[src/rtl/jt12_eg_sched_if.sv]
// Bus between the envelope scheduler and the combinational envelope datapath.
// The master side presents per-slot context; the slave side returns the next context.
interface jt12_eg_sched_if;
  // scheduler -> datapath
  logic       keyon_now;
  logic       keyoff_now;
  logic [2:0] state_in;
  logic [9:0] eg_in;
  logic       ssg_inv_in;
  logic       cnt_in;
  // datapath -> scheduler
  logic [2:0] state_next;
  logic [9:0] eg_next;
  logic       ssg_inv_out;
  logic       cnt_lsb;
  logic       pg_rst;
  logic [9:0] final_eg;

  modport master (
    output keyon_now, keyoff_now, state_in, eg_in, ssg_inv_in, cnt_in,
    input  state_next, eg_next, ssg_inv_out, cnt_lsb, pg_rst, final_eg
  );

  modport slave (
    input  keyon_now, keyoff_now, state_in, eg_in, ssg_inv_in, cnt_in,
    output state_next, eg_next, ssg_inv_out, cnt_lsb, pg_rst, final_eg
  );
endinterface

[src/rtl/jt12_eg_sched.sv]
// Envelope-generator slot sequencer: per-slot context store, write-back of the
// combinational results, slot-tagged registered envelope output and eg_cnt.
module jt12_eg_sched #(
  parameter int SLOTS  = 24,
  parameter int EG_DIV = 3
) (
  input  logic        clk,
  input  logic        rst,
  input  logic        clk_en,
  input  logic        kon,
  jt12_eg_sched_if.master bus,
  output logic [14:0] eg_cnt,
  output logic [4:0]  slot,
  output logic        zero,
  output logic [9:0]  eg_out,
  output logic [4:0]  eg_slot,
  output logic        pg_rst_out
);

  typedef enum logic [2:0] {
    PH_RELEASE = 3'b000,
    PH_ATTACK  = 3'b001,
    PH_DECAY   = 3'b010,
    PH_HOLD    = 3'b100
  } phase_t;

  localparam int          DIV_W     = (EG_DIV > 1) ? $clog2(EG_DIV) : 1;
  localparam logic [4:0]  LAST_SLOT = 5'(SLOTS - 1);
  localparam logic [DIV_W-1:0] LAST_DIV = DIV_W'(EG_DIV - 1);

  phase_t     state_q   [SLOTS];
  phase_t     state_d   [SLOTS];
  logic [9:0] eg_q      [SLOTS];
  logic [9:0] eg_d      [SLOTS];
  logic       inv_q     [SLOTS];
  logic       inv_d     [SLOTS];
  logic       kon_last_q[SLOTS];
  logic       kon_last_d[SLOTS];
  logic       cnt_q     [SLOTS];
  logic       cnt_d     [SLOTS];

  logic [4:0]       slot_q,       slot_d;
  logic [DIV_W-1:0] div_q,        div_d;
  logic [14:0]      eg_cnt_q,     eg_cnt_d;
  logic [9:0]       eg_out_q,     eg_out_d;
  logic [4:0]       eg_slot_q,    eg_slot_d;
  logic             pg_rst_out_q, pg_rst_out_d;

  // Datapath-facing reads of the current slot's context.
  always_comb begin
    bus.state_in   = state_q[slot_q];
    bus.eg_in      = eg_q[slot_q];
    bus.ssg_inv_in = inv_q[slot_q];
    bus.cnt_in     = cnt_q[slot_q];
    bus.keyon_now  =  kon & ~kon_last_q[slot_q];
    bus.keyoff_now = ~kon &  kon_last_q[slot_q];
  end

  always_comb begin
    state_d      = state_q;
    eg_d         = eg_q;
    inv_d        = inv_q;
    kon_last_d   = kon_last_q;
    cnt_d        = cnt_q;
    slot_d       = slot_q;
    div_d        = div_q;
    eg_cnt_d     = eg_cnt_q;
    eg_out_d     = eg_out_q;
    eg_slot_d    = eg_slot_q;
    pg_rst_out_d = pg_rst_out_q;

    if (clk_en) begin
      state_d[slot_q]    = phase_t'(bus.state_next);
      eg_d[slot_q]       = bus.eg_next;
      inv_d[slot_q]      = bus.ssg_inv_out;
      kon_last_d[slot_q] = kon;
      cnt_d[slot_q]      = bus.cnt_lsb;

      eg_out_d     = bus.final_eg;
      eg_slot_d    = slot_q;
      pg_rst_out_d = bus.pg_rst;

      // The last slot closes a sample; eg_cnt advances once per EG_DIV samples.
      if (slot_q == LAST_SLOT) begin
        slot_d = '0;
        if (div_q == LAST_DIV) begin
          div_d    = '0;
          eg_cnt_d = eg_cnt_q + 15'd1;
        end else begin
          div_d = div_q + DIV_W'(1);
        end
      end else begin
        slot_d = slot_q + 5'd1;
      end
    end
  end

  always_ff @(posedge clk) begin
    if (rst) begin
      for (int unsigned i = 0; i < SLOTS; i++) begin
        state_q[i]    <= PH_RELEASE;
        eg_q[i]       <= '1;
        inv_q[i]      <= 1'b0;
        kon_last_q[i] <= 1'b0;
        cnt_q[i]      <= 1'b0;
      end
      slot_q       <= '0;
      div_q        <= '0;
      eg_cnt_q     <= '0;
      eg_out_q     <= '1;
      eg_slot_q    <= '0;
      pg_rst_out_q <= 1'b0;
    end else begin
      state_q      <= state_d;
      eg_q         <= eg_d;
      inv_q        <= inv_d;
      kon_last_q   <= kon_last_d;
      cnt_q        <= cnt_d;
      slot_q       <= slot_d;
      div_q        <= div_d;
      eg_cnt_q     <= eg_cnt_d;
      eg_out_q     <= eg_out_d;
      eg_slot_q    <= eg_slot_d;
      pg_rst_out_q <= pg_rst_out_d;
    end
  end

  assign slot       = slot_q;
  assign zero       = (slot_q == 5'd0);
  assign eg_cnt     = eg_cnt_q;
  assign eg_out     = eg_out_q;
  assign eg_slot    = eg_slot_q;
  assign pg_rst_out = pg_rst_out_q;

endmodule

[src/flat_wrapper.sv]
// flat-port wrapper written by rule: the top's interface ports become plain ports
module jt12_eg_sched_flat 
#(
  parameter int SLOTS  = 24,
  parameter int EG_DIV = 3
)
  (clk, rst, clk_en, kon, eg_cnt, slot, zero, eg_out, eg_slot, pg_rst_out, bus_keyon_now, bus_keyoff_now, bus_state_in, bus_eg_in, bus_ssg_inv_in, bus_cnt_in, bus_state_next, bus_eg_next, bus_ssg_inv_out, bus_cnt_lsb, bus_pg_rst, bus_final_eg);
  jt12_eg_sched_if bus_i ();
  input  logic clk;
  input  logic rst;
  input  logic clk_en;
  input  logic kon;
  output logic [14:0] eg_cnt;
  output logic [4:0] slot;
  output logic zero;
  output logic [9:0] eg_out;
  output logic [4:0] eg_slot;
  output logic pg_rst_out;
  output wire logic [$bits(bus_i.keyon_now)-1:0] bus_keyon_now;
  output wire logic [$bits(bus_i.keyoff_now)-1:0] bus_keyoff_now;
  output wire logic [$bits(bus_i.state_in)-1:0] bus_state_in;
  output wire logic [$bits(bus_i.eg_in)-1:0] bus_eg_in;
  output wire logic [$bits(bus_i.ssg_inv_in)-1:0] bus_ssg_inv_in;
  output wire logic [$bits(bus_i.cnt_in)-1:0] bus_cnt_in;
  input wire logic [$bits(bus_i.state_next)-1:0] bus_state_next;
  input wire logic [$bits(bus_i.eg_next)-1:0] bus_eg_next;
  input wire logic [$bits(bus_i.ssg_inv_out)-1:0] bus_ssg_inv_out;
  input wire logic [$bits(bus_i.cnt_lsb)-1:0] bus_cnt_lsb;
  input wire logic [$bits(bus_i.pg_rst)-1:0] bus_pg_rst;
  input wire logic [$bits(bus_i.final_eg)-1:0] bus_final_eg;
  assign bus_keyon_now = bus_i.keyon_now;
  assign bus_keyoff_now = bus_i.keyoff_now;
  assign bus_state_in = bus_i.state_in;
  assign bus_eg_in = bus_i.eg_in;
  assign bus_ssg_inv_in = bus_i.ssg_inv_in;
  assign bus_cnt_in = bus_i.cnt_in;
  assign bus_i.state_next = bus_state_next;
  assign bus_i.eg_next = bus_eg_next;
  assign bus_i.ssg_inv_out = bus_ssg_inv_out;
  assign bus_i.cnt_lsb = bus_cnt_lsb;
  assign bus_i.pg_rst = bus_pg_rst;
  assign bus_i.final_eg = bus_final_eg;
  jt12_eg_sched #(.SLOTS(SLOTS), .EG_DIV(EG_DIV)) u_core (.clk(clk), .rst(rst), .clk_en(clk_en), .kon(kon), .bus(bus_i), .eg_cnt(eg_cnt), .slot(slot), .zero(zero), .eg_out(eg_out), .eg_slot(eg_slot), .pg_rst_out(pg_rst_out));
endmodule
[config.mk]
export PLATFORM = sky130hd
export DESIGN_NAME = jt12_eg_sched_flat
export DESIGN_NICKNAME = d
export VERILOG_FILES = /design/src/rtl/jt12_eg_sched_if.sv /design/src/rtl/jt12_eg_sched.sv /design/src/flat_wrapper.sv
export SDC_FILE = /design/constraint.sdc
export NUM_CORES = 1
export LEC_CHECK = 0
export ABC_CLOCK_PERIOD_IN_PS = 6950
export BUFFER_PORTS_ARGS = -buffer_cell sky130_fd_sc_hd__buf_2
export CORE_MARGIN = 2
export CORE_UTILIZATION = 66
export CTS_CLUSTER_DIAMETER = 200
export DETAILED_ROUTE_END_ITERATION = 12
export PLACE_DENSITY_LB_ADDON = 0.2
export SLEW_MARGIN = 15
export SYNTH_ARGS = -nofsm -noshare
export SYNTH_HDL_FRONTEND = slang
export SYNTH_SLANG_ARGS = --single-unit
[constraint.sdc]
create_clock -name clk -period 6.95 [get_ports clk]
set_input_delay 1.0425 -clock clk [delete_from_list [all_inputs] [get_ports clk]]
set_output_delay 1.0425 -clock clk [all_outputs]
set_load 0.05 [all_outputs]
# Word level (Yosys, flattened, before mapping)
# Index checks and enable logic that the tools add are counted.
# word_totals
mem_bits_rw,0
memories,0
regBits,422
output_inout_bits,54
latchBits,0
rom_bits,0
inputBits,30
# op_classes
n_reduce_logical,4
n_eq_ne,2
addsub,3
div_mod_pow,0
n_mul,0
bitwise,5
mux,28
n_lt_le_gt_ge,2
shifts,0
# op_table
operator,count
$bwmux 240,1
$bwmux 24,3
$bwmux 72,1
$bmux 10 s5,1
$demux 10 s5,1
$mux 10,3
$add 15x1->15 const B,1
$bmux 1 s5,3
$bmux 3 s5,1
$demux 3 s5,1
$mux 3,3
$mux 1,7
$ge 6x6->1 const B,1
$lt 6x1->1 const B,1
$not 5->6,1
$add 5x1->5 const B,1
$demux 1 s5,1
$eq 5x5->1 const B,1
$logic_not 5->1,1
$mux 5,1
$reduce_and 3->1,1
$add 2x1->2 const B,1
$and 1x1->1,2
$eq 2x2->1 const B,1
4 further kinds,5

# Depth between registers and ports, before layout
# logic_depth
ltp_word,6
depth_mapped,11

# Least setup slack after synthesis
# Ideal clock, no wire load.
# synth_path
path_type,register -> output
start,"register u_core.slot_q[0], in the netlist u_core.slot[0]"
end,output port zero
path_slack_ns,2.976
required_ns,5.907
arrival_time_ns,2.932
stages_incl_launch_ff,8
cell_sequence,dfxtp_1 > buf_2 > buf_4 > inv_1 > buf_2 > ha_1 > clkbuf_1 > nor3b_1
# synth_between
elab_chain_len,1
# synth_lines
element,line,source
from (decl),jt12_eg_sched.sv:42,"logic [4:0] slot_q, slot_d;"
from (signal assigned),jt12_eg_sched.sv:119,slot_q <= slot_d;
$logic_not 5->1,jt12_eg_sched.sv:129,assign zero = (slot_q == 5'd0);
to (decl),flat_wrapper.sv:15,output logic zero;
# Every way passes these cells.

# Worst setup path after layout
# layout_path
start,"register u_core.slot_q[1], in the netlist u_core.slot[1]"
end,output port bus_eg_in[8]
# layout_between
elab_chain_len,4
# layout_lines
element,line,source
$not 5->6 (not written as such),jt12_eg_sched.sv:52,bus.eg_in = eg_q[slot_q];
$bmux 10 s5,jt12_eg_sched.sv:52,
$mux 10 (not written as such) (2 in a row),jt12_eg_sched.sv:52,
to (decl),flat_wrapper.sv:22,output wire logic [$bits(bus_i.eg_in)-1:0] bus_eg_in;
# Every way passes these cells. The select of a mux whose other input is x is not followed.

==> results.txt <==
----------------------------------------------------
[Run status]
  Run status ... finished, final reports clean

[Placement]
  Dpl ws ... 3.044 ns
  Placed cell areas ... 0.01890 mm^2
  GP Congestion ... 0.8473
  Placed instance count ... 2435
  Dpl hpwl ... 31.64 mm
  I/O Buffers ... 83

[Synth]
  Number of distinct library cells after synthesis ... 48
  Ys flop type ... sky130_fd_sc_hd__dfxtp_1
  Synthesized instance count ... 2156
  Synthesized area per cell ... 8.691 um^2
  Mapped cell area ... 0.01874 mm^2
  Share of synthesized area occupied by flip-flops and latches ... 0.4509
  Main area contributors after synthesis ... sky130_fd_sc_hd__dfxtp_1 (45%), sky130_fd_sc_hd__nand2_1 (16%), sky130_fd_sc_hd__mux4_2 (11%), sky130_fd_sc_hd__nand3b_1 (9.7%), sky130_fd_sc_hd__a21oi_1 (4.2%)
  Syn_nets ... 2191
  Area fraction of the dominant cell type after synthesis ... 0.4509
  Number of flops mapped to enable cells by yosys ... 0
  Cell taking the most area after synthesis ... sky130_fd_sc_hd__dfxtp_1
  Flop and latch count out of synthesis ... 422
  Async set-reset flop share out of synthesis ... 0
  Yosys warns ... 0

[CTS]
  Number of buffers inserted during clock tree synthesis ... 44
  Deepest clock path buffer count ... 3
  Clock Sink Count ... 422
  CTS root buffer ... sky130_fd_sc_hd__clkbuf_16
  Post-CTS Setup Inserts ... 0
  CTS clock-pin slew for the worst setup and hold paths ... 0.06 ns
  H-tree depth ... 2
  Total of hold buffers inserted after clock tree synthesis ... 0
  Clock latency of the later-clocked register in the worst-skew pair ... 0.56 ns
  Quantity of gates resized following cts ... 0
  TritonCTS clock tree ... yes

[Global route]
  Wire length of the first global-routing pass ... 82.94 mm
  Number of global-route vias before repair ... 15270
  Antenna violations before repair ... 1
  Global-route usage over all layers ... 0.3619
  Pin count of the biggest net entering global routing ... 226
  Grt ovf ... 0

[Route]
  DRC violations left ... 0
  Remaining number of nets flagged by the antenna check after routing ... 0
  Wire length after detailed routing ... 54.25 mm
  Metal3 WL ... 5.892 mm
  DR WL/cell ... 21.56 um
  Number of detailed-route iterations in the first pass ... 6
  Drt via density ... 6.413
  DRC violation total after the first TritonRoute iteration ... 2006
  Detailed route wirelength on metal2 ... 24.59 mm
  Vias after detailed routing ... 16140
  Wl on met1 ... 21.02 mm
  Highest metal layer with signal wires ... met4

[STA]
  WHS ... 0.4545 ns
  Slack of the critical path ... 2.330 ns
  Count of final max-slew check failures ... 0
  Timing-limited maximum frequency ... 216.5 MHz
  Time the final worst path needs with I/O delays and setup ... 4.620 ns
  Final hold viol count ... 0
  Slew Limit Headroom ... 0.2095
  Final TNS setup ... 0 ns
  # setup viols final ... 0
  RSZ-0062 raised after global routing ... false
  Share of the clock period used by the worst path ... 0.6647
  Setup Skew ... 0.02138 ns
  Transition time at the pin with the least slew margin ... 1.184 ns

[Worst setup path]
  Arr. time, crit path ... 3.58 ns
  Largest fanout of any net on the critical path ... 35
  Critical setup path kind ... flip-flop to output pin
  Startpoint Class ... flip-flop
  Endpoint class of the critical path ... output pin
  Required time of the worst setup path ... 5.91 ns

[Power and ir drop]
  P per Cell Area ... 257.5 mW/mm^2
  LEAKAGE ... 0.008064 uW
  Largest voltage drop on the vdd net ... 0.2129 mV

[Finish]
  Flip-flop and latch area ... 0.008459 mm^2
  Area of the multi-input gates ... 0.009442 mm^2
  Layout area overhead ... 8.788%
  Fraction of layout cells with a size suffix above 1 ... 0.1259
  Filler Cell Count ... 2027
  Top library cells by usage in the layout, fill and taps aside ... sky130_fd_sc_hd__nand2_1 (820), sky130_fd_sc_hd__dfxtp_1 (419), sky130_fd_sc_hd__nand3b_1 (242)
  Number of nets in the layout ... 2138
  Commonest non-fill, non-tap cell in the layout ... sky130_fd_sc_hd__nand2_1
  Non-filler cells, final ... 2516
  Post-layout instance area ... 0.02038 mm^2

[Floorplan]
  DIE HEIGHT ... 172.5 um
  Effective utilization at floorplan ... 0.6726
  Core outline area ... 0.02786 mm^2
  Die area ... 0.02975 mm^2
  Total number of placement rows ... 61
  Die Width ... 172.5 um
  Ports placed on the boundary ... 84

[Job]
  Max-capacitance violation count ... 0

[Hold path]
  Worst hold path type ... flip-flop to flip-flop

----------------------------------------------------
worst max-delay path, stage by stage (launching register included):
cell	delay (ns)
sky130_fd_sc_hd__dfxtp_4	0.77
sky130_fd_sc_hd__buf_4	0.64
sky130_fd_sc_hd__nand3b_1	0.44
sky130_fd_sc_hd__o221ai_1	0.38
sky130_fd_sc_hd__o21ai_0	0.18
sky130_fd_sc_hd__a21oi_1	0.27
sky130_fd_sc_hd__buf_2	0.32
cells in the mapped netlist (2+ instances only):
cell,n
sky130_fd_sc_hd__dfxtp_1,422
sky130_fd_sc_hd__mux2i_1,52
sky130_fd_sc_hd__nor2b_1,13
sky130_fd_sc_hd__buf_1,5
sky130_fd_sc_hd__buf_4,7
sky130_fd_sc_hd__nand2_1,820
sky130_fd_sc_hd__a21oi_1,158
sky130_fd_sc_hd__clkbuf_2,9
sky130_fd_sc_hd__or3_1,3
sky130_fd_sc_hd__o22a_1,10
sky130_fd_sc_hd__mux4_2,89
sky130_fd_sc_hd__inv_1,3
sky130_fd_sc_hd__nand2b_1,6
sky130_fd_sc_hd__nor3_1,3
sky130_fd_sc_hd__o221ai_1,6
sky130_fd_sc_hd__a211o_1,10
sky130_fd_sc_hd__and3_1,4
sky130_fd_sc_hd__o21ai_0,16
sky130_fd_sc_hd__buf_2,47
sky130_fd_sc_hd__nor2_1,29
sky130_fd_sc_hd__nand3b_1,242
sky130_fd_sc_hd__nand3_1,5
sky130_fd_sc_hd__nor3_2,2
sky130_fd_sc_hd__xor2_1,13
sky130_fd_sc_hd__clkbuf_1,120
sky130_fd_sc_hd__buf_6,4
sky130_fd_sc_hd__a21boi_0,4
sky130_fd_sc_hd__nand4_1,8
sky130_fd_sc_hd__ha_1,5
sky130_fd_sc_hd__and2_1,20
sky130_fd_sc_hd__o32ai_1,4
layer usage:
metal  vias to the layer above  GRT usage
met1                      7788     0.4705
met4                         0     0.1893
met3                       230    0.07027
li1                       7124          -
met2                       994     0.5753
met5                         -          0
registers in the layout (all words and copies together) (netlist names), 10 cells and up:
register,flops
u_core.cnt_q,24
u_core.eg_cnt,15
u_core.eg_out,10
u_core.eg_q,240
u_core.inv_q,24
u_core.kon_last_q,24
u_core.state_q,72
per-stage QoR:
stage / total power [uW] / utilization
global placement: 2880 / 0.6785
detailed placement: 2885 / 0.6785
global route: 5374 / 0.7316
finish: 5249 / 0.7317
floorplan: 2792 / -
CTS: 5247 / 0.7316
cells by family (layout without fill, tap and decap cells):
kind of cell	Yosys count	in the layout	synth area share
AND/OR/NAND/NOR	1165	1165	0.2942
flip-flops	422	422	0.4509
AO/OA/AOI/OAI	212	212	0.06370
buffers and inverters	196	177	0.04601
multiplexers	142	142	0.1353
XOR/XNOR	14	14	0.006544
adder cells (fa/ha/maj)	5	5	0.003339
other	0	1	0
worst paths after layout:
| kind | cells after the start | from | end | slack, ns |
|---|---|---|---|---|
| worst min register to register | 2 | u_core.state_q[20] | u_core.state_q[20] | 0.45 |
| worst min-delay path | 2 | u_core.state_q[20] | u_core.state_q[20] | 0.45 |
| worst max-delay path | 6 | u_core.slot[1] | bus_eg_in[8] | 2.33 |
| worst max register to register | 6 | u_core.slot[1] | u_core.kon_last_q[4] | 3.24 |
layout make-up:
type                       count  share of cell area
multi-input combinational   1538              0.4632
tap                          378             0.02320
clock inverter                13            0.007427
timing repair buffer          93             0.02517
inverter                       4           0.0007366
sequential                   422              0.4150
clock buffer                  67             0.06518
antenna                        1           0.0001228
power by group:
| part | switching (uW) | internal (uW) |
|---|---|---|
| Sequential | 28.5 | 2440 |
| Clock | 980 | 1430 |
| Combinational | 246 | 121 |
| Total | 1250 | 3990 |
Power figures use the tool's default switching activity.
